File: src/rtl/clock_reset_sequencer.sv
// ============================================================================
//  Module      : clock_reset_sequencer
//  Description : Drives the MMCM reset, waits for lock with timeout and bounded
//                retries, releases the pixel-domain system reset only after the
//                lock has been stable for a set time, and re-sequences on lock
//                loss. Reports ready / fail / retry / loss status.
//  Revision    : 1.0 - initial release
// ============================================================================
`default_nettype none

module clock_reset_sequencer #(
  parameter int RST_CYCLES    = 16,
  parameter int LOCK_TIMEOUT  = 100000,
  parameter int STABLE_CYCLES = 1024,
  parameter int MAX_RETRIES   = 3,
  parameter int LOSS_CNT_W    = 8
) (
  input  logic                               clk_in,
  input  logic                               reset_n,
  input  logic                               locked,
  input  logic                               restart,
  output logic                               mmcm_reset,
  output logic                               sys_reset,
  output logic                               ready,
  output logic                               fail,
  output logic [$clog2(MAX_RETRIES+1)-1:0]   retry_count,
  output logic [LOSS_CNT_W-1:0]              loss_count
);

  localparam int RC_W    = $clog2(MAX_RETRIES + 1);
  localparam int MAX_AB  = (RST_CYCLES > LOCK_TIMEOUT) ? RST_CYCLES : LOCK_TIMEOUT;
  localparam int CNT_MAX = (MAX_AB > STABLE_CYCLES) ? MAX_AB : STABLE_CYCLES;
  localparam int CNT_W   = $clog2(CNT_MAX + 1);

  typedef enum logic [2:0] {
    S_RESET_PLL = 3'd0,
    S_WAIT_LOCK = 3'd1,
    S_STABLE    = 3'd2,
    S_RUN       = 3'd3,
    S_FAILED    = 3'd4
  } state_t;

  state_t                 r_state;
  logic [CNT_W-1:0]       r_cnt;
  logic [RC_W-1:0]        r_retry;
  logic [LOSS_CNT_W-1:0]  r_loss;
  logic                   r_lock_meta;
  logic                   r_lock_s;
  logic                   r_mmcm_reset;
  logic                   r_sys_reset;
  logic                   r_ready;
  logic                   r_fail;

  state_t                 w_nxt;
  logic [RC_W-1:0]        w_retry_nxt;
  logic [LOSS_CNT_W-1:0]  w_loss_nxt;
  logic                   w_cnt_clr;

  // Two-flop synchronizer bringing the asynchronous MMCM lock into clk_in
  always_ff @(posedge clk_in or negedge reset_n) begin
    if (!reset_n) begin
      r_lock_meta <= 1'b0;
      r_lock_s    <= 1'b0;
    end else begin
      r_lock_meta <= locked;
      r_lock_s    <= r_lock_meta;
    end
  end

  // Next-state, retry and loss decisions; restart overrides every other event
  always_comb begin
    w_nxt       = r_state;
    w_retry_nxt = r_retry;
    w_loss_nxt  = r_loss;
    case (r_state)
      S_RESET_PLL: begin
        if (r_cnt == CNT_W'(RST_CYCLES - 1)) begin
          w_nxt = S_WAIT_LOCK;
        end
      end
      S_WAIT_LOCK: begin
        if (r_lock_s) begin
          w_nxt = S_STABLE;
        end else if (r_cnt == CNT_W'(LOCK_TIMEOUT - 1)) begin
          w_retry_nxt = r_retry + RC_W'(1);
          w_nxt       = (w_retry_nxt == RC_W'(MAX_RETRIES)) ? S_FAILED : S_RESET_PLL;
        end
      end
      S_STABLE: begin
        // Any dropout restarts the lock wait with a fresh timeout
        if (!r_lock_s) begin
          w_nxt = S_WAIT_LOCK;
        end else if (r_cnt == CNT_W'(STABLE_CYCLES - 1)) begin
          w_nxt = S_RUN;
        end
      end
      S_RUN: begin
        if (!r_lock_s) begin
          w_loss_nxt  = (r_loss == {LOSS_CNT_W{1'b1}}) ? r_loss : r_loss + LOSS_CNT_W'(1);
          w_retry_nxt = '0;
          w_nxt       = S_RESET_PLL;
        end
      end
      S_FAILED: begin
        w_nxt = S_FAILED;
      end
      default: begin
        w_nxt = S_RESET_PLL;
      end
    endcase
    // A simultaneous lock drop in RUN is still counted via w_loss_nxt above
    if (restart) begin
      w_nxt       = S_RESET_PLL;
      w_retry_nxt = '0;
    end
    w_cnt_clr = restart || (w_nxt != r_state);
  end

  // Sequencer state, shared cycle counter and Moore outputs decoded from next state
  always_ff @(posedge clk_in or negedge reset_n) begin
    if (!reset_n) begin
      r_state      <= S_RESET_PLL;
      r_cnt        <= '0;
      r_retry      <= '0;
      r_loss       <= '0;
      r_mmcm_reset <= 1'b1;
      r_sys_reset  <= 1'b1;
      r_ready      <= 1'b0;
      r_fail       <= 1'b0;
    end else begin
      r_state <= w_nxt;
      r_retry <= w_retry_nxt;
      r_loss  <= w_loss_nxt;
      if (w_cnt_clr) begin
        r_cnt <= '0;
      end else if ((r_state == S_RUN) || (r_state == S_FAILED)) begin
        r_cnt <= r_cnt;
      end else begin
        r_cnt <= r_cnt + CNT_W'(1);
      end
      r_mmcm_reset <= (w_nxt == S_RESET_PLL) || (w_nxt == S_FAILED);
      r_sys_reset  <= (w_nxt != S_RUN);
      r_ready      <= (w_nxt == S_RUN);
      r_fail       <= (w_nxt == S_FAILED);
    end
  end

  assign mmcm_reset  = r_mmcm_reset;
  assign sys_reset   = r_sys_reset;
  assign ready       = r_ready;
  assign fail        = r_fail;
  assign retry_count = r_retry;
  assign loss_count  = r_loss;

endmodule

`default_nettype wire
File: config.mk
export PLATFORM = sky130hd
export DESIGN_NAME = clock_reset_sequencer
export DESIGN_NICKNAME = d
export VERILOG_FILES = /design/src/rtl/clock_reset_sequencer.sv
export SDC_FILE = /design/constraint.sdc
export NUM_CORES = 1
export LEC_CHECK = 0
export ABC_AREA = 1
export BUFFER_PORTS_ARGS = -buffer_cell sky130_fd_sc_hd__buf_4
export CORE_MARGIN = 2
export CORE_UTILIZATION = 35
export DETAILED_ROUTE_END_ITERATION = 10
export RECOVER_POWER = 25
export SLEW_MARGIN = 20
export SYNTH_ARGS = -nofsm -noshare
export SYNTH_HDL_FRONTEND = slang
export SYNTH_SLANG_ARGS = --single-unit
export TNS_END_PERCENT = 50
File: constraint.sdc
create_clock -name clk_in -period 2.25 [get_ports clk_in]
set_clock_uncertainty 0.2 [all_clocks]
set_input_delay 0.3375 -clock clk_in [delete_from_list [all_inputs] [get_ports clk_in]]
set_output_delay 0.3375 -clock clk_in [all_outputs]
set_load 0.01 [all_outputs]
==> impl_results.md <==
- Outcome: finished clean
- Hold Worst Slack: 0.04046 ns
- R2r startpoint: r_cnt[0]
- Critical Path RT: 2.23 ns
- Largest net degree at the start of global routing: 37
- Pre-CTS WS: 0.2205 ns
- Top FF cell, synth: dfrtp_1
- Tcrit/Tclk final: 89.95%
- Synthesis-stage register bit count: 36
- CP Buf/Inv Count: 2
- Vias per cell: 4.536
- Yosys cell types: 30
- R2R setup slack: 0.23 ns
- Minimum clock period: 2.024 ns
- Worst-skew pair later-pin latency: 0.29 ns
- Drc violations: 0
- N_diodes: 0
- Share of the synthesized area in the top cell type: 42.18%
- TritonCTS Buffers: 5
- CP max stage cell: dfrtp_1
- Commonest non-fill, non-tap cells in the layout: 46 x nand2_1, 34 x dfrtp_1, 32 x nor2_1, 27 x inv_1, 15 x buf_4
- Cell count after synthesis: 233
- Maximum vdd drop: 0.3441 mV
- Slew HR: 41.01%
- Vias: 1506
- PostCTS Resize Cnt: 0
- Power Dens Cells: 555.3 mW/mm^2
- Asr flop ratio synth: 100.0%
- Worst Hold Endpoint: r_state[2]
- Gp weighted congestion: 0.8320
- Commonest non-fill, non-tap cell in the layout: nand2_1
- DRT Wirelength: 3737 um
- Initial antenna violation count: 0
- RSZ-0062 raised after global routing: false
- Starting density of the core: 36.40%
- Hold violation total from the final report: 0
- CTS tree: yes
- Register area share after synthesis: 44.79%
- Highest Clock Rate: 0.4941 GHz
- Synthesized Nets: 240
- Crit-path most repeated cell: nand3_1
- Rows: 27
- Die Wd: 79.91 um
- Setup violations, final: 0
- Max Cap Viol: 0
- Mapped Avg Cell Area: 8.656 sq um
- Post-Syn Area: 0.002017 sq mm
- Gr usage total: 13.84%
- Setup Total Neg Slack: 0 ns
- Post-CTS Setup Bufs: 0
- Setup CP Type: reg2reg
- Die Ht: 79.91 um
- Routed len/inst: 11.26 um
- Fin nets: 266
- Area contributors post-synth: dfrtp_1 42%, nand2_1 8.6%, nor2_4 6.7%
- Post-synth top area cell: dfrtp_1
- CP Capture Type: flip-flop
- Clock slew at reported path FFs: 0.07 ns
- Initial DRC count: 92
- I/O Pins: 18
- EDFF count, synth: 0
- I/O Buffers: 17
- Utilization after layout: 42.66%
- Antenna Violating Nets Remaining: 0
- Core Area: 0.005540 sq mm
- Clk sinks: 36
- Crit-path max FO: 17
- Vias in the first global route: 1524
- Worst r2r dst: r_cnt[3]
- CP top delay family: simple AND/OR/NAND/NOR gates
- Crit path cell chain: ha_1 > nand3_1 > inv_1 > nand3_1 > nand2_1 > nand3_1 > nor2_1 > nor2_2 > nand3_4 > buf_12 > nor2_1
- 1st-pass router iterations: 4
- Hold Path Class: in2reg
- Slowest stage delay, CP: 0.39 ns
- GR Overflow Total: 0
- Full die area: 0.006386 sq mm
- DP HPWL: 2754 um
- Final Max Slew Viols: 0
- Lkg Pwr: 1.136 nW
- FF-to-FF path depth: 11
- Slew @ Worst Pin: 0.8849 ns
- Worst Hold Depth: 2
- Hold Crit Start: restart
- Layout area overhead: 17.18%
- Crit path DAT: 2.00 ns
- Layout cells sized above 1: 24.23%
- Hold Buf Count CTS: 2
- Clk root buf: clkbuf_8
- CP startpoint kind: flip-flop
- Final worst-path setup slack: 0.2262 ns
- Global-route wire length before repair: 6858 um
- H-Tree Depth: 2
- Synth Warn #: 0
- Worst-case clock buffer depth: 2
layer usage:
layer	global-route usage, %	vias to the layer above	wire length [um]
met3	3.054	8	109
met2	22.17	17	1751
met1	18.07	701	1801
met5	0	-	0
met4	5.593	0	74
li1	-	780	-
cell type report:
type	count	area, sq um
multi-input combinational	165	974.7
sequential	36	903.4
clock inverter	3	42.54
tap	72	90.09
timing repair buffer	20	165.2
clock buffer	5	68.82
inverter	31	118.9
fill	566	3177
sequential cells by signal (all words and copies together) (netlist names):
register	count
fail	1
loss_count	8
mmcm_reset	1
r_cnt	17
r_lock_meta	1
r_lock_s	1
r_state	3
ready	1
retry_count	2
sys_reset	1
through the flow:
stage	instance area, sq um	power (mW)	cells
global route	2364	1.366	332
CTS	2366	1.334	332
detailed placement	2235	0.7539	322
global placement	2235	0.7527	322
finish	2364	1.312	332
floorplan	2017	0.7188	233
power by group:
group / total [mW] / switching (mW) / internal [mW] / leakage, nW
Combinational: 0.0733 / 0.0452 / 0.0282 / 0.595
Clock: 0.572 / 0.244 / 0.328 / 0.0541
Sequential: 0.667 / 0.00928 / 0.658 / 0.487
Total: 1.31 / 0.299 / 1.01 / 1.14
cells in the mapped netlist (3+ instances only):
cell,n
a21oi_1,3
dfrtp_1,34
ha_1,3
inv_1,27
inv_2,3
nand2_1,46
nand2_2,6
nand3_1,14
nand4_1,5
nor2_1,32
nor2_2,5
nor2_4,12
nor3_1,3
o21ai_0,6
xnor2_1,7
xor2_1,10
worst max-delay path by stage:
stage	start	endpoint	slack [ns]	depth (start not counted)
finish	r_cnt[0]	r_cnt[3]	0.23	11
CTS	r_cnt[0]	r_cnt[3]	0.22	11
global placement	r_cnt[0]	r_cnt[3]	0.31	11
floorplan	r_cnt[0]	r_cnt[5]	0.39	11
global route	r_cnt[0]	r_cnt[4]	0.04	11
detailed placement	r_cnt[0]	r_cnt[3]	0.22	11
kinds of logic after synthesis:
logic type / share of synthesized area, %
and+or+nand+nor: 35.67
DFF: 44.79
buffers and inverters: 6.886
xor gates and xnor gates: 7.382
AOI/OAI and AO/OA: 2.915
adders and majority gates: 1.861
muxes: 0.4963
Note: power is estimated with default switching activity, not from simulation.
